==> src/rtl/if_id_fetch_stage_pkg.sv <==
`default_nettype none
// ============================================================================
//  Module      : if_id_fetch_stage_pkg
//  Description : Shared widths and encodings for the fetch / IF-ID stage.
//  Revision    : 1.0 - initial release
// ============================================================================
package if_id_fetch_stage_pkg;

    // Architectural address width and instruction width.
    localparam int c_XLEN = 64;
    localparam int c_ILEN = 32;

    // Bubble instruction: addi x0,x0,0.
    localparam logic [c_ILEN-1:0] c_NOP_INSTR = 32'h00000013;

    // Byte distance between consecutive instructions.
    localparam logic [c_XLEN-1:0] c_INSTR_STRIDE = 64'd4;

endpackage : if_id_fetch_stage_pkg
`default_nettype wire

==> src/rtl/if_id_fetch_stage_instr_memory.sv <==
`default_nettype none
// ============================================================================
//  Module      : if_id_fetch_stage_instr_memory
//  Description : Read-only byte-addressed instruction memory. Contents come
//                from the IMEM_INIT parameter (byte i = IMEM_INIT[8i+7:8i]),
//                read is combinational and little-endian, and an alignment /
//                range check flags bad fetch addresses.
//  Revision    : 1.0 - initial release
// ============================================================================
module if_id_fetch_stage_instr_memory
    import if_id_fetch_stage_pkg::*;
#(
    parameter int                      IMEM_BYTES = 64,
    parameter logic [8*IMEM_BYTES-1:0] IMEM_INIT  = '0
) (
    input  logic [c_XLEN-1:0] pc_i,
    output logic [c_ILEN-1:0] instr_o,
    output logic              bad_fetch_o
);

    localparam int NWORDS = IMEM_BYTES / 4;
    localparam int WIDX_W = (NWORDS > 1) ? $clog2(NWORDS) : 1;

    // Highest address at which a full 32-bit word still fits.
    localparam logic [c_XLEN-1:0] c_LAST_ADDR = 64'(IMEM_BYTES - 4);

    logic [7:0]        w_mem   [IMEM_BYTES];
    logic [c_ILEN-1:0] w_words [NWORDS];
    logic [WIDX_W-1:0] w_widx;
    logic              w_in_range;

    for (genvar gi = 0; gi < IMEM_BYTES; gi++) begin : g_bytes
        assign w_mem[gi] = IMEM_INIT[8*gi +: 8];
    end

    // Little-endian word assembly: lowest address is the least significant byte.
    for (genvar gw = 0; gw < NWORDS; gw++) begin : g_words
        assign w_words[gw] = {w_mem[4*gw+3], w_mem[4*gw+2], w_mem[4*gw+1], w_mem[4*gw]};
    end

    // Full-width compare so high PC bits can never alias into the array.
    assign w_in_range  = (pc_i <= c_LAST_ADDR);
    assign w_widx      = pc_i[WIDX_W+1:2];
    assign instr_o     = w_in_range ? w_words[w_widx] : '0;
    assign bad_fetch_o = (pc_i[1:0] != 2'b00) || !w_in_range;

endmodule : if_id_fetch_stage_instr_memory
`default_nettype wire

==> src/rtl/if_id_fetch_stage.sv <==
`default_nettype none
// ============================================================================
//  Module      : if_id_fetch_stage
//  Description : Instruction fetch plus IF/ID pipeline register. Supports a
//                load-use stall (hold), a branch flush (bubble) that wins over
//                stall, and a sticky fault flag for bad fetch addresses.
//                IMEM_BYTES must be a multiple of 4 and at least 4.
//  Revision    : 1.0 - initial release
// ============================================================================
module if_id_fetch_stage
    import if_id_fetch_stage_pkg::*;
#(
    parameter int                      IMEM_BYTES = 64,
    parameter logic [c_ILEN-1:0]       NOP_INSTR  = c_NOP_INSTR,
    parameter logic [8*IMEM_BYTES-1:0] IMEM_INIT  = '0
) (
    input  logic              clk,
    input  logic              reset,
    input  logic [c_XLEN-1:0] PC_Out,
    input  logic              IF_ID_Write,
    input  logic              IF_ID_Flush,
    output logic [c_XLEN-1:0] IF_ID_PC,
    output logic [c_XLEN-1:0] IF_ID_PC_Plus4,
    output logic [c_ILEN-1:0] IF_ID_Instr,
    output logic              IF_ID_Valid,
    output logic              Fetch_Fault
);

    logic [c_ILEN-1:0] w_fetch_instr;
    logic              w_bad_fetch;
    logic [c_XLEN-1:0] w_pc_plus4;

    logic [c_XLEN-1:0] pc_q,    pc_d;
    logic [c_XLEN-1:0] pc4_q,   pc4_d;
    logic [c_ILEN-1:0] instr_q, instr_d;
    logic              valid_q, valid_d;
    logic              fault_q, fault_d;

    if_id_fetch_stage_instr_memory #(
        .IMEM_BYTES (IMEM_BYTES),
        .IMEM_INIT  (IMEM_INIT)
    ) u_imem (
        .pc_i        (PC_Out),
        .instr_o     (w_fetch_instr),
        .bad_fetch_o (w_bad_fetch)
    );

    // Wraps modulo 2^64 by construction.
    assign w_pc_plus4 = PC_Out + c_INSTR_STRIDE;

    // Next-state selection: flush > stall > bad fetch > normal fetch.
    always_comb begin
        pc_d    = pc_q;
        pc4_d   = pc4_q;
        instr_d = instr_q;
        valid_d = valid_q;
        fault_d = fault_q;
        if (IF_ID_Flush) begin
            pc_d    = PC_Out;
            pc4_d   = w_pc_plus4;
            instr_d = NOP_INSTR;
            valid_d = 1'b0;
        end else if (IF_ID_Write) begin
            pc_d  = PC_Out;
            pc4_d = w_pc_plus4;
            if (w_bad_fetch) begin
                instr_d = NOP_INSTR;
                valid_d = 1'b0;
                fault_d = 1'b1;
            end else begin
                instr_d = w_fetch_instr;
                valid_d = 1'b1;
            end
        end
    end

    // IF/ID register and sticky fault flag, cleared asynchronously.
    always_ff @(posedge clk or negedge reset) begin
        if (!reset) begin
            pc_q    <= '0;
            pc4_q   <= '0;
            instr_q <= NOP_INSTR;
            valid_q <= 1'b0;
            fault_q <= 1'b0;
        end else begin
            pc_q    <= pc_d;
            pc4_q   <= pc4_d;
            instr_q <= instr_d;
            valid_q <= valid_d;
            fault_q <= fault_d;
        end
    end

    assign IF_ID_PC       = pc_q;
    assign IF_ID_PC_Plus4 = pc4_q;
    assign IF_ID_Instr    = instr_q;
    assign IF_ID_Valid    = valid_q;
    assign Fetch_Fault    = fault_q;

endmodule : if_id_fetch_stage
`default_nettype wire

==> config.mk <==
export PLATFORM = sky130hd
export DESIGN_NAME = if_id_fetch_stage
export DESIGN_NICKNAME = d
export VERILOG_FILES = /design/src/rtl/if_id_fetch_stage_pkg.sv /design/src/rtl/if_id_fetch_stage_instr_memory.sv /design/src/rtl/if_id_fetch_stage.sv
export SDC_FILE = /design/constraint.sdc
export NUM_CORES = 1
export LEC_CHECK = 0
export BUFFER_PORTS_ARGS = -buffer_cell sky130_fd_sc_hd__buf_2
export CORE_ASPECT_RATIO = 0.75
export CORE_MARGIN = 5
export CORE_UTILIZATION = 56
export CTS_CLUSTER_SIZE = 10
export DETAILED_ROUTE_END_ITERATION = 8
export PLACE_DENSITY = 0.94
export SETUP_SLACK_MARGIN = 0.1
export SLEW_MARGIN = 5
export SYNTH_ARGS = -nofsm -noshare
export SYNTH_HDL_FRONTEND = slang
export SYNTH_HIERARCHICAL = 1
export SYNTH_SLANG_ARGS = --single-unit
==> constraint.sdc <==
create_clock -name clk -period 1.3 [get_ports clk]
set_input_delay 0.195 -clock clk [delete_from_list [all_inputs] [get_ports clk]]
set_output_delay 0.195 -clock clk [all_outputs]
set_load 0.005 [all_outputs]
==> results of run 1 <==
-- metal layers --
metal	global-route usage [%]	GRT overflow
met1	77.6	0
met3	70.2	0
met4	63.9	3
met5	46.1	0
met2	83.0	1
-- Yosys cell counts, types with 3 or more instances --
cell type,n
sky130_fd_sc_hd__a21o_1,8
sky130_fd_sc_hd__a21oi_1,3
sky130_fd_sc_hd__a22o_1,29
sky130_fd_sc_hd__a31oi_1,11
sky130_fd_sc_hd__and2_1,11
sky130_fd_sc_hd__and3_1,8
sky130_fd_sc_hd__and4_1,3
sky130_fd_sc_hd__buf_1,5
sky130_fd_sc_hd__buf_4,34
sky130_fd_sc_hd__clkbuf_1,35
sky130_fd_sc_hd__dfrtp_1,157
sky130_fd_sc_hd__dfstp_2,3
sky130_fd_sc_hd__inv_1,5
sky130_fd_sc_hd__mux2i_1,3
sky130_fd_sc_hd__nand2_1,229
sky130_fd_sc_hd__nand3_1,36
sky130_fd_sc_hd__nand4_1,28
sky130_fd_sc_hd__nor2_1,26
sky130_fd_sc_hd__nor3_1,8
sky130_fd_sc_hd__nor4_1,30
sky130_fd_sc_hd__nor4_2,3
sky130_fd_sc_hd__o21ai_0,49
sky130_fd_sc_hd__o21ai_1,4
sky130_fd_sc_hd__o22a_1,3
sky130_fd_sc_hd__o31ai_1,3
sky130_fd_sc_hd__or3_1,10
sky130_fd_sc_hd__or4_1,11
sky130_fd_sc_hd__xnor2_1,18
sky130_fd_sc_hd__xor2_1,24
-- per-stage QoR --
step	TNS, ns	setup WS, ns	util (%)	cells
after floorplan	-9.95	-0.438	-	846
after global placement	-27.41	-0.737	76.9	1323
after detailed placement	-31.25	-0.850	76.9	1323
after CTS	-3.44	-0.326	88.6	1389
-- logic make-up after synthesis --
logic type / Yosys count / synth area share, %
AO/OA/AOI/OAI: 117 / 10.2
XOR/XNOR: 42 / 4.86
adder cells (fa/ha/maj): 1 / 0.165
buffers and inverters: 80 / 5.66
flip-flops: 160 / 52.9
multiplexers: 4 / 0.545
other: 1 / 0.0495
AND/OR/NAND/NOR: 410 / 25.6
-- what timing repair did --
action                                  CTS
endpoints found under the setup margin   57
pin swaps                                82
resized for setup                       161
hold buffers                              2
endpoints found under the hold margin   141
buffers inserted                         35
==> results by group, run 1 <==
CTS
  • TritonCTS sink count: 160
  • Buffer type at the clock tree root: sky130_fd_sc_hd__clkbuf_16
  • H-tree levels: 4
  • Number of buffers on the longest clock path: 2
  • Number of buffers added by the clock tree synthesis step: 17

Placement
  • Post-Place Cell Area: 10,100 µm²
  • Buffers on Ports: 229
  • Global placement routability congestion: 1.00
  • Detail Placement HPWL: 19,700 µm

Synthesis
  • Portion of synthesized cell area occupied by the leading cell type: 51.9%
  • Post-synth cell types: 43
  • Total of flip-flops plus latches after synthesis: 160
  • Biggest area consumer among synthesized cells: sky130_fd_sc_hd__dfrtp_1
  • Area contributors post-synth: sky130_fd_sc_hd__dfrtp_1 52%, sky130_fd_sc_hd__nand2_1 11%, sky130_fd_sc_hd__buf_4 3.4%
  • Netlist Area Pre-Place: 7580 µm²
  • Post-synthesis area per instance: 9.30 µm²
  • Number of flops mapped to enable cells by yosys: 0
  • Cells after synthesis: 815
  • Number of warnings issued by yosys: 6
  • Top flip-flop cell by instance count after synthesis: sky130_fd_sc_hd__dfrtp_1
  • Share of async-settable or async-resettable flops after synthesis: 100%
  • Sequential area share after synthesis: 52.9%

Floorplanning
  • Height of the die: 111 µm
  • IO Count: 230
  • FP Rows: 36
  • Die Span X: 144 µm
  • Effective utilization at floorplan: 57.8%

Timing
  • Kind of pin the worst path terminates on: register input
  • Post-GRT worst EP: IF_ID_PC_Plus4[45]$_DFFE_PN0P_/D

Outcome
  • Stage where the flow stopped: global routing
  • Result of the run: aborted with a tool error
  • Tool Error: [ERROR GRT-0232] Routing congestion too high. Check the congestion heatmap in the GUI.

Global route
  • GRT overflow: 4
  • Largest net degree at the start of global routing: 57
  • Overall Global Routing Usage: 74.8%
==> run 2: changes to the inputs <==
--- a/config.mk
+++ b/config.mk
@@ -6,13 +6,10 @@
 export NUM_CORES = 1
 export LEC_CHECK = 0
 export BUFFER_PORTS_ARGS = -buffer_cell sky130_fd_sc_hd__buf_2
-export CORE_ASPECT_RATIO = 0.75
 export CORE_MARGIN = 5
-export CORE_UTILIZATION = 56
-export CTS_CLUSTER_SIZE = 10
+export CORE_UTILIZATION = 40
 export DETAILED_ROUTE_END_ITERATION = 8
-export PLACE_DENSITY = 0.94
-export SETUP_SLACK_MARGIN = 0.1
+export PLACE_DENSITY_LB_ADDON = 0.15
 export SLEW_MARGIN = 5
 export SYNTH_ARGS = -nofsm -noshare
 export SYNTH_HDL_FRONTEND = slang
==> results by group, run 2 <==
Floorplanning
  • Effective utilization at floorplan: 40.5% (-17 points)
  • IO Count: 230 (unchanged)
  • FP Rows: 50 (+39%)
  • Placeable core area: 18,700 µm²
  • Die Outline Area: 21,800 µm²
  • Height of the die: 148 µm (+33%)
  • Die Span X: 148 µm (+2.3%)

Timing
  • Min Clock Period, post-route: 1.53 ns
  • Hold violation total from the final report: 0
  • Worst hold slack across all endpoints: 0.0227 ns
  • Post-route setup slack: -0.228 ns
  • Share of the cycle needed by the critical path after routing: 118%
  • Final setup vio count: 23
  • Worst max-slew margin expressed relative to the limit: 29.6%
  • Setup skew after layout: 0 ns
  • Final TNS setup: -2.10 ns
  • RSZ-0062 raised after global routing: yes
  • Slew @ Worst Pin: 1.06 ns
  • Fmax: 0.654 GHz
  • Count of final max-slew check failures: 0

Synthesis
  • Cells after synthesis: 815 (unchanged)
  • Sequential area share after synthesis: 52.9% (unchanged)
  • Area contributors post-synth: sky130_fd_sc_hd__dfrtp_1 52%, sky130_fd_sc_hd__nand2_1 11%, sky130_fd_sc_hd__buf_4 3.4%
  • Netlist Area Pre-Place: 7580 µm² (unchanged)
  • Number of warnings issued by yosys: 6 (unchanged)
  • Most instantiated library cell after synthesis: sky130_fd_sc_hd__nand2_1
  • Biggest area consumer among synthesized cells: sky130_fd_sc_hd__dfrtp_1
  • Post-synthesis area per instance: 9.30 µm² (unchanged)
  • Number of flops mapped to enable cells by yosys: 0 (unchanged)
  • Portion of synthesized cell area occupied by the leading cell type: 51.9% (unchanged)
  • Total of flip-flops plus latches after synthesis: 160 (unchanged)
  • Most frequent cells after synthesis: 229 x sky130_fd_sc_hd__nand2_1, 157 x sky130_fd_sc_hd__dfrtp_1, 49 x sky130_fd_sc_hd__o21ai_0
  • Top flip-flop cell by instance count after synthesis: sky130_fd_sc_hd__dfrtp_1
  • Post-synth cell types: 43 (unchanged)
  • Share of async-settable or async-resettable flops after synthesis: 100% (unchanged)

Global route
  • Overall Global Routing Usage: 23.8%
  • Vias in the first global route: 7,447
  • Initial antenna violation count: 0
  • GRT overflow: 0
  • First-pass GRT wire length: 40,800 µm
  • Largest net degree at the start of global routing: 62

Critical path
  • Largest stage delay on the critical path: 0.53 ns
  • Critical path arrival: 1.89 ns
  • Data required time of the critical path: 1.66 ns
  • Largest driver fanout on the critical path: 4
  • Setup crit end: IF_ID_Instr[0]
  • Path type of the worst setup path: in -> reg
  • Cell occurring most often along the worst timing path: sky130_fd_sc_hd__or4_4
  • Worst path slowest cell: sky130_fd_sc_hd__or4_4
  • CP endpoint kind: register
  • Sum of buffers and inverters on the critical path: 2
  • Reg-to-reg setup timing slack: 0.40 ns
  • Cells on worst reg2reg path: 2
  • Critical path depth in cells: 8
  • Worst flop-to-flop path startpoint: IF_ID_PC_Plus4[63]
  • Kind of cell adding the most delay to the critical path: simple AND/OR/NAND/NOR gates
  • Worst setup path start: PC_Out[49]
  • Setup crit start kind: input port
  • Worst-path cell chain: buf_6 -> or4_4 -> nor2_4 -> nand3_2 -> or4_4 -> inv_4 -> nand3_4 -> o22a_1
  • Worst flop-to-flop path endpoint: IF_ID_PC_Plus4[63]

Outcome
  • Result of the run: complete, but fails checks
  • Violations in the final reports: negative setup slack

CTS
  • Number of buffers added by the clock tree synthesis step: 17 (unchanged)
  • CTS tree: yes
  • Buffer type at the clock tree root: sky130_fd_sc_hd__clkbuf_16
  • CTS clock-pin slew for the worst setup and hold paths: 0.06 ns
  • TritonCTS sink count: 160 (unchanged)
  • H-tree levels: 4 (unchanged)
  • Clock latency on the worst-skew pair: 0.43 ns
  • Number of buffers on the longest clock path: 2 (unchanged)

Placement
  • Detail Placement HPWL: 19,000 µm (-3.2%)
  • Post-Place Cell Area: 10,100 µm² (+0.16%)
  • Buffers on Ports: 229 (unchanged)
  • Global placement routability congestion: 0.897 (-10%)

Power and ir drop
  • Leakage power: 5.76 nW
  • Worst IR Drop VDD: 0.923 mV
  • Power consumption: 12.5 mW
  • Power per cell area: 1060 nW/µm²

Route
  • DR DRC count: 0
  • First-pass iteration count of the detailed router: 5
  • Detail-routed via count per cell: 5.11
  • Routed wire length per instance: 17.9 µm
  • Detailed router's first-iteration violation count: 350
  • Antenna-violating nets left: 0
  • Routed wire length: 25,900 µm
  • Total number of vias: 7,403

Final layout
  • Most common cell after layout, fill and taps aside: sky130_fd_sc_hd__nand2_1
  • Number of nets in the final layout: 1,271
  • Reg area: 4010 µm²
  • Area growth syn-to-layout: 55.2%
  • Number of flip-flops under the largest register name: 64
  • Most frequent cells in the layout: 228 x sky130_fd_sc_hd__nand2_1, 190 x sky130_fd_sc_hd__buf_2, 157 x sky130_fd_sc_hd__dfrtp_1
  • Final Cell Area: 11,800 µm²
  • Number of fillers in the final layout: 1,555
  • Share of cells above drive strength 1: 42.4%
  • Multi-input combinational cell area: 3850 µm²
  • Antenna fix cells: 0

Run
  • Max-cap violations: 0

Worst hold path
  • Worst hold path type: in -> reg
run 2: what timing repair did:
action | 4_1_cts | 5_1_grt
pin swaps | 62 | 31
endpoints found under the hold margin | 166 | 0
cloned | 1 | 0
endpoints found under the setup margin | 41 | 43
hold buffers | 6 | 0
gates resized for setup | 129 | 52
buffers inserted | 23 | 12
run 2: metrics by stage:
step / worst slack, ns / std cells / util, %
floorplan: -0.438 / 846 / -
global placement: -0.870 / 1380 / 53.9
detailed placement: -0.815 / 1380 / 53.9
CTS: -0.198 / 1440 / 61.3
global route: -0.254 / 1449 / 62.8
finish: -0.228 / 1449 / 62.8
run 2: cell families after synthesis:
logic type / count (synthesis) / synth area share, %
AO/OA/AOI/OAI: 117 / 10.2
XOR/XNOR: 42 / 4.86
adder cells (fa/ha/maj): 1 / 0.165
buffers and inverters: 80 / 5.66
flip-flops: 160 / 52.9
multiplexers: 4 / 0.545
other: 1 / 0.0495
AND/OR/NAND/NOR: 410 / 25.6
run 2: worst min-delay path by stage:
stage	from	endpoint	slack, ns	cells past startpoint
after detailed placement	reset	IF_ID_PC_Plus4[9]	0.08	1
final	PC_Out[34]	IF_ID_PC[34]	0.02	3
after floorplan	reset	Fetch_Fault	-0.10	0
after CTS	PC_Out[1]	IF_ID_PC[1]	0.01	3
after global placement	reset	IF_ID_PC_Plus4[10]	0.08	1
after global routing	PC_Out[53]	IF_ID_PC[53]	0.04	3
run 2: worst reg2reg max path, delay by kind of cell (launching register included):
family / cells / cell delay (ns)
AO/OA/AOI/OAI: 2 / 0.36
flip-flops: 1 / 0.41
run 2: report_power, final:
part           switching, mW  total, mW  internal (mW)
sequential             0.176       5.49           5.31
clock                   2.11       5.00           2.89
combinational           1.07       1.99          0.918
total                   3.36       12.5           9.12
run 2: final cells by class:
cell class / count / area share, %
sequential: 160 / 34.1
clock inverter: 12 / 1.14
tap: 234 / 2.49
timing repair buffer: 412 / 25.6
clock buffer: 20 / 3.80
multi-input combinational: 606 / 32.7
inverter: 5 / 0.181
run 2: routing by layer:
| layer | track usage [%] | vias up | routed length, µm |
|---|---|---|---|
| met4 | 9.04 | 0 | 897 |
| met1 | 31.3 | 3521 | 11000 |
| li1 | - | 3566 | - |
| met5 | 0 | - | 0 |
| met2 | 37.2 | 263 | 12100 |
| met3 | 6.93 | 53 | 1890 |
(Power assumes the default switching activity.)
==> run 3: changes to the inputs <==
--- a/config.mk
+++ b/config.mk
@@ -6,8 +6,10 @@
 export NUM_CORES = 1
 export LEC_CHECK = 0
 export BUFFER_PORTS_ARGS = -buffer_cell sky130_fd_sc_hd__buf_2
+export CELL_PAD_IN_SITES_DETAIL_PLACEMENT = 0
+export CELL_PAD_IN_SITES_GLOBAL_PLACEMENT = 2
 export CORE_MARGIN = 5
-export CORE_UTILIZATION = 40
+export CORE_UTILIZATION = 33
 export DETAILED_ROUTE_END_ITERATION = 8
 export PLACE_DENSITY_LB_ADDON = 0.15
 export SLEW_MARGIN = 5
==> results by group, run 3 (synthesis gave the netlist of run 2 again) <==
Final layout
  • Reg area: 4010 µm² (unchanged)
  • Multi-input combinational cell area: 3720 µm² (-3.3%)
  • Number of nets in the final layout: 1,289 (+1.4%)
  • Area growth syn-to-layout: 55.9%
  • Most frequent cells in the layout: 227 x sky130_fd_sc_hd__nand2_1, 193 x sky130_fd_sc_hd__buf_2, 165 x sky130_fd_sc_hd__buf_4
  • Share of cells above drive strength 1: 42.6% (+0.19 points)
  • Number of fillers in the final layout: 2,113 (+36%)
  • Most common cell after layout, fill and taps aside: sky130_fd_sc_hd__nand2_1
  • Number of flip-flops under the largest register name: 64 (unchanged)

Run
  • Max-cap violations: 0 (unchanged)

Timing
  • Slew @ Worst Pin: 1.10 ns (+0.0402 ns)
  • Fmax: 0.638 GHz (-2.4%)
  • Post-route setup slack: -0.266 ns (-0.0378 ns)
  • Final setup vio count: 28 (+22%)
  • Setup skew after layout: 0 ns (unchanged)
  • Worst hold slack across all endpoints: 0.0156 ns (-0.00706 ns)
  • Count of final max-slew check failures: 0 (unchanged)
  • Min Clock Period, post-route: 1.57 ns (+0.0378 ns)
  • RSZ-0062 raised after global routing: yes
  • Hold violation total from the final report: 0 (unchanged)
  • Share of the cycle needed by the critical path after routing: 120% (+2.9 points)
  • Worst max-slew margin expressed relative to the limit: 27.0% (-2.7 points)

Critical path
  • Largest stage delay on the critical path: 0.43 ns (-0.10 ns)
  • CP endpoint kind: register
  • Worst flop-to-flop path startpoint: IF_ID_PC_Plus4[46]
  • Critical path arrival: 1.92 ns (+0.03 ns)
  • Path type of the worst setup path: in -> reg
  • Setup crit start kind: input port
  • Largest driver fanout on the critical path: 4 (unchanged)
  • Worst path slowest cell: sky130_fd_sc_hd__or4_4
  • Worst-path cell chain: buf_6 -> nand4_1 -> buf_4 -> or3_4 -> or4_4 -> xor2_1 -> o21ai_1
  • Worst flop-to-flop path endpoint: IF_ID_PC_Plus4[46]
  • Kind of cell adding the most delay to the critical path: simple AND/OR/NAND/NOR gates
  • Sum of buffers and inverters on the critical path: 2 (unchanged)
  • Reg-to-reg setup timing slack: 0.48 ns (+0.08 ns)
  • Cells on worst reg2reg path: 1 (-1)
  • Data required time of the critical path: 1.65 ns (about the same)

Global route
  • GRT overflow: 0 (unchanged)
  • Overall Global Routing Usage: 21.0% (-2.7 points)
  • First-pass GRT wire length: 43,100 µm (+5.5%)
  • Vias in the first global route: 7,389 (-0.78%)
  • Largest net degree at the start of global routing: 80 (+29%)
  • Initial antenna violation count: 2 (+2)

Floorplanning
  • Effective utilization at floorplan: 33.5% (-7.0 points)
  • Die Outline Area: 26,100 µm² (+20%)
  • IO Count: 230 (unchanged)
  • Height of the die: 162 µm (+9.4%)
  • Die Span X: 162 µm (+9.4%)
  • Placeable core area: 22,600 µm² (+21%)
  • FP Rows: 55 (+10%)

Power and ir drop
  • Power consumption: 13.0 mW (+4.0%)
  • Power per cell area: 1100 nW/µm² (+3.5%)
  • Leakage power: 5.81 nW (+0.90%)
  • Worst IR Drop VDD: 0.751 mV (-19%)

CTS
  • Number of buffers on the longest clock path: 2 (unchanged)
  • Number of buffers added by the clock tree synthesis step: 17 (unchanged)
  • CTS clock-pin slew for the worst setup and hold paths: 0.07 ns (about the same)
  • Buffer type at the clock tree root: sky130_fd_sc_hd__clkbuf_16
  • CTS tree: yes
  • TritonCTS sink count: 160 (unchanged)
  • H-tree levels: 4 (unchanged)
  • Clock latency on the worst-skew pair: 0.42 ns (about the same)

Route
  • Routed wire length: 27,500 µm (+6.3%)
  • Detail-routed via count per cell: 4.81 (-5.9%)
  • Met1 Routed Length: 12,500 µm (+14%)
  • Total number of vias: 7,299 (-1.4%)
  • First-pass iteration count of the detailed router: 5 (unchanged)
  • Routed wire length per instance: 18.1 µm (+1.4%)
  • Antenna-violating nets left: 0 (unchanged)
  • Highest routed metal layer: met5
  • DR DRC count: 0 (unchanged)
  • Detailed router's first-iteration violation count: 424 (+21%)
  • Amount of wire on met2 after detailed routing: 12,800 µm (+6.1%)
  • Length of routed met3 wiring: 1750 µm (-7.5%)

Placement
  • Worst slack at placement: -0.855 ns (-0.0400 ns)
  • Buffers on Ports: 229 (unchanged)
  • Detail Placement HPWL: 20,500 µm (+7.9%)
  • Global placement routability congestion: 0.814 (-9.3%)

Worst hold path
  • Worst hold path type: in -> reg
  • Start point of the worst min-delay path: PC_Out[1]
  • Worst hold path stage count: 3 (unchanged)
  • Endpoint, Worst Hold: IF_ID_PC[1]

Outcome
  • Violations in the final reports: negative setup slack
  • Result of the run: complete, but fails checks
==> run 3: cell types whose count changed in the layout (fill, tap and decap cells not counted), sizes merged <==
| cell | change |
|---|---|
| buf | +19 |
| inv | +7 |
| clkinvlp | -5 |
| dlygate4sd3 | -2 |
| bufinv | +1 |
| clkbuf | -1 |
| clkinv | -1 |
| diode | +1 |
==> run 3: worst min-delay path, cell delays in order <==
cell and delay, ns:
sky130_fd_sc_hd__buf_2 0.11, sky130_fd_sc_hd__nand2_1 0.05, sky130_fd_sc_hd__nand2_1 0.06
==> run 3: timing repair <==
item	in CTS	in global routing
endpoints found under the setup margin	37	44
cloned	1	0
pin swaps	55	36
endpoints found under the hold margin	32	0
setup buffers	19	11
resized for setup	121	36
hold buffers	4	0
==> run 3: worst max-delay path by stage <==
stage | startpoint | end | slack [ns] | depth (start not counted)
6_report | PC_Out[20] | IF_ID_PC_Plus4[39] | -0.27 | 7
5_1_grt | PC_Out[20] | IF_ID_PC_Plus4[33] | -0.29 | 9
4_1_cts | PC_Out[49] | IF_ID_Instr[0] | -0.23 | 8
3_5_place_dp | PC_Out[45] | IF_ID_Instr[0] | -0.85 | 8
3_3_place_gp | PC_Out[7] | IF_ID_Instr[0] | -0.80 | 7
2_1_floorplan | PC_Out[22] | IF_ID_PC_Plus4[39] | -0.44 | 6
==> run 3: stage by stage <==
| stage | std cells | area (µm²) | TNS [ns] | util, % |
|---|---|---|---|---|
| CTS | 1509 | 11600 | -3.14 | 51.3 |
| finish | 1519 | 11800 | -4.40 | 52.2 |
| floorplan | 846 | 7900 | -9.93 | - |
| global route | 1519 | 11800 | -5.51 | 52.2 |
| detailed placement | 1453 | 10300 | -30.53 | 45.5 |
| global placement | 1453 | 10300 | -29.33 | 45.5 |
==> run 3: routing by layer <==
| metal | global-route usage (%) | vias up |
|---|---|---|
| met3 | 6.30 | 26 |
| li1 | - | 3587 |
| met1 | 28.3 | 3499 |
| met4 | 5.66 | 2 |
| met2 | 33.3 | 185 |
| met5 | 0 | - |
==> run 3: report_power, final <==
| group | internal (mW) | switching [mW] | total, mW | leakage [nW] |
|---|---|---|---|---|
| clock | 3.16 | 2.36 | 5.52 | 0.313 |
| combinational | 0.917 | 1.07 | 1.98 | 3.55 |
| sequential | 5.31 | 0.176 | 5.48 | 1.95 |
| total | 9.39 | 3.60 | 13.0 | 5.81 |
==> run 3: final cells by class <==
cell class,count,area share [%]
Antenna cell,1,0.0212
Clock buffer,18,3.72
Clock inverter,14,1.61
Inverter,5,0.180
Multi-Input combinational cell,606,31.5
Sequential cell,160,33.9
Tap cell,285,3.02
Timing Repair Buffer,430,26.0
==> run 4: changes to the inputs <==
==> constraint.sdc (replaced) <==
create_clock -name clk -period 1.3 [get_ports clk]
set_input_delay 0.26 -clock clk [delete_from_list [all_inputs] [get_ports clk]]
set_output_delay 0.26 -clock clk [all_outputs]
set_load 0.005 [all_outputs]
==> results by group, run 4 (synthesis gave the netlist of run 2 again) <==
Outcome
  • Result of the run: complete, but fails checks
  • Violations in the final reports: negative setup slack

Critical path
  • Worst flop-to-flop path endpoint: IF_ID_PC_Plus4[63]
  • Data required time of the critical path: 1.66 ns (about the same)
  • Critical path arrival: 1.95 ns (+0.03 ns)
  • Setup crit start kind: input port
  • Cells on worst reg2reg path: 2 (+1)
  • Reg-to-reg setup timing slack: 0.35 ns (-0.13 ns)
  • Largest driver fanout on the critical path: 4 (unchanged)
  • Worst flop-to-flop path startpoint: IF_ID_PC_Plus4[63]
  • CP endpoint kind: register
  • Path type of the worst setup path: in -> reg

Worst hold path
  • Start point of the worst min-delay path: PC_Out[2]
  • Worst hold path type: in -> reg
  • Worst hold path stage count: 2 (-1)
  • Endpoint, Worst Hold: IF_ID_PC_Plus4[2]

Timing
  • Slew @ Worst Pin: 1.09 ns (-0.00936 ns)
  • Final TNS setup: -4.30 ns (+0.0969 ns)
  • Hold violation total from the final report: 0 (unchanged)
  • Post-route setup slack: -0.290 ns (-0.0236 ns)
  • Share of the cycle needed by the critical path after routing: 122% (+1.8 points)
  • Count of final max-slew check failures: 0 (unchanged)
  • Fmax: 0.629 GHz (-1.5%)
  • Setup skew after layout: 0 ns (unchanged)
  • Min Clock Period, post-route: 1.59 ns (+0.0236 ns)
  • RSZ-0062 raised after global routing: yes
  • Final setup vio count: 36 (+29%)
  • Worst max-slew margin expressed relative to the limit: 27.6% (+0.62 points)

Final layout
  • Final instance count without filler cells: 1,535 (+1.1%)
  • Number of flip-flops under the largest register name: 64 (unchanged)
  • Area growth syn-to-layout: 61.7%
  • Most frequent cells in the layout: 229 x sky130_fd_sc_hd__nand2_1, 186 x sky130_fd_sc_hd__buf_2, 163 x sky130_fd_sc_hd__buf_4
  • Final Core Density: 54.1% (+1.9 points)
  • Most common cell after layout, fill and taps aside: sky130_fd_sc_hd__nand2_1
  • Number of nets in the final layout: 1,305 (+1.2%)
  • Share of cells above drive strength 1: 44.6% (+2.0 points)

Floorplanning
  • IO Count: 230 (unchanged)
  • FP Rows: 55 (unchanged)
  • Die Outline Area: 26,100 µm² (unchanged)
  • Placeable core area: 22,600 µm² (unchanged)
  • Effective utilization at floorplan: 33.5% (unchanged)
  • Height of the die: 162 µm (unchanged)
  • Die Span X: 162 µm (unchanged)

CTS
  • Buffer type at the clock tree root: sky130_fd_sc_hd__clkbuf_16
  • Clock latency on the worst-skew pair: 0.42 ns (about the same)
  • CTS tree: yes
  • Number of buffers on the longest clock path: 2 (unchanged)
  • H-tree levels: 4 (unchanged)
  • Number of buffers added by the clock tree synthesis step: 17 (unchanged)
  • TritonCTS sink count: 160 (unchanged)
  • CTS clock-pin slew for the worst setup and hold paths: 0.07 ns (about the same)

Placement
  • Buffers on Ports: 229 (unchanged)
  • Detail Placement HPWL: 20,600 µm (+0.46%)
  • Cells after DPL: 1,453 (unchanged)
  • Global placement routability congestion: 0.831 (+2.1%)

Power and ir drop
  • Sequential share of power: 43.4% (+1.2 points)
  • Internal portion of total power: 9.02 mW (-3.9%)
  • Power per cell area: 1030 nW/µm² (-6.0%)
  • Share of total power consumed by net switching: 28.7% (+1.0 points)
  • Clock network power share: 40.0% (-2.5 points)
  • Power consumption: 12.7 mW (-2.6%)
  • Switching pwr: 3.63 mW (+0.91%)
  • Gate power share: 16.6% (+1.3 points)
  • Worst IR Drop VDD: 0.731 mV (-2.7%)
  • Leakage power: 6.05 nW (+4.0%)

Route
  • Detailed router's first-iteration violation count: 332 (-22%)
  • First-pass iteration count of the detailed router: 5 (unchanged)
  • Total number of vias: 7,336 (+0.51%)
  • Detail-routed via count per cell: 4.78 (-0.54%)
  • Routed wire length per instance: 18.0 µm (-0.75%)
  • Antenna-violating nets left: 0 (unchanged)
  • Routed wire length: 27,600 µm (+0.29%)
  • DR DRC count: 0 (unchanged)

Global route
  • Vias in the first global route: 7,454 (+0.88%)
  • Met1 track utilization from global routing: 27.7% (-0.56 points)
  • Overall Global Routing Usage: 20.8% (-0.26 points)
  • Met2 layer usage reported by global route: 33.5% (+0.23 points)
  • First-pass GRT wire length: 42,600 µm (-1.0%)
  • GRT overflow: 0 (unchanged)
  • M3 GR Usage: 5.51% (-0.79 points)
  • Largest net degree at the start of global routing: 40 (-50%)
  • Gr busiest metal: met2
  • Initial antenna violation count: 1 (-1)

Run
  • Max-cap violations: 0 (unchanged)
[run 4: repair_timing]
item,in CTS,in global routing
buffers inserted,31,25
hold buffers,1,0
setup endpoints to repair,46,48
endpoints found under the hold margin,100,0
pin swaps,66,59
resized for setup,150,79
gates cloned,1,0
[run 4: through the flow]
| step | instance area, µm² | worst slack (ns) | hold slack, ns |
|---|---|---|---|
| final | 12200 | -0.290 | 0.0130 |
| after global routing | 12200 | -0.326 | 0.0123 |
| after CTS | 11800 | -0.285 | 0.00182 |
| after detailed placement | 10300 | -0.908 | 0.146 |
| after global placement | 10300 | -0.909 | 0.146 |
| after floorplan | 7910 | -0.503 | -0.0356 |
[run 4: power groups by stage]
| stage | registers (mW) | clock network, mW | logic (mW) |
|---|---|---|---|
| 6_report | 5.49 | 5.06 | 2.10 |
| 5_1_grt | 5.53 | 5.40 | 2.31 |
| 4_1_cts | 5.49 | 5.19 | 2.04 |
| 3_5_place_dp | 5.58 | 0 | 1.86 |
| 3_3_place_gp | 5.57 | 0 | 1.85 |
| 2_1_floorplan | 5.60 | 0 | 0.632 |
[run 4: per-layer routing]
layer  up-vias  part of all wire (%)
met5         -                     0
met4         0                   1.7
met3        26                   6.4
met2       205                    48
met1      3480                    44
li1       3625                     -
[run 4: worst max-delay path, cell delays in order]
cell	delay, ns
sky130_fd_sc_hd__buf_6	0.09
sky130_fd_sc_hd__or4_4	0.54
sky130_fd_sc_hd__nor2_4	0.13
sky130_fd_sc_hd__nand3_2	0.11
sky130_fd_sc_hd__or4_4	0.47
sky130_fd_sc_hd__inv_4	0.08
sky130_fd_sc_hd__nand3_4	0.08
sky130_fd_sc_hd__o22a_1	0.18
[run 4: layout make-up]
cell class | count | area, µm²
timing repair buffer | 446 | 3380
clock buffer | 17 | 425
fill | 2106 | 10400
clock inverter | 15 | 150
inverter | 5 | 21.3
sequential | 160 | 4010
antenna | 1 | 2.50
multi-input combinational | 606 | 3900
tap | 285 | 357
[run 4: how the worst max path moves through the flow]
stage	start	endpoint	cells past startpoint
floorplan	PC_Out[22]	IF_ID_PC_Plus4[39]	6
global placement	PC_Out[40]	IF_ID_Instr[0]	8
detailed placement	PC_Out[45]	IF_ID_Instr[0]	8
CTS	PC_Out[49]	IF_ID_Instr[0]	8
global route	PC_Out[29]	IF_ID_PC_Plus4[61]	9
finish	PC_Out[47]	IF_ID_Instr[0]	8
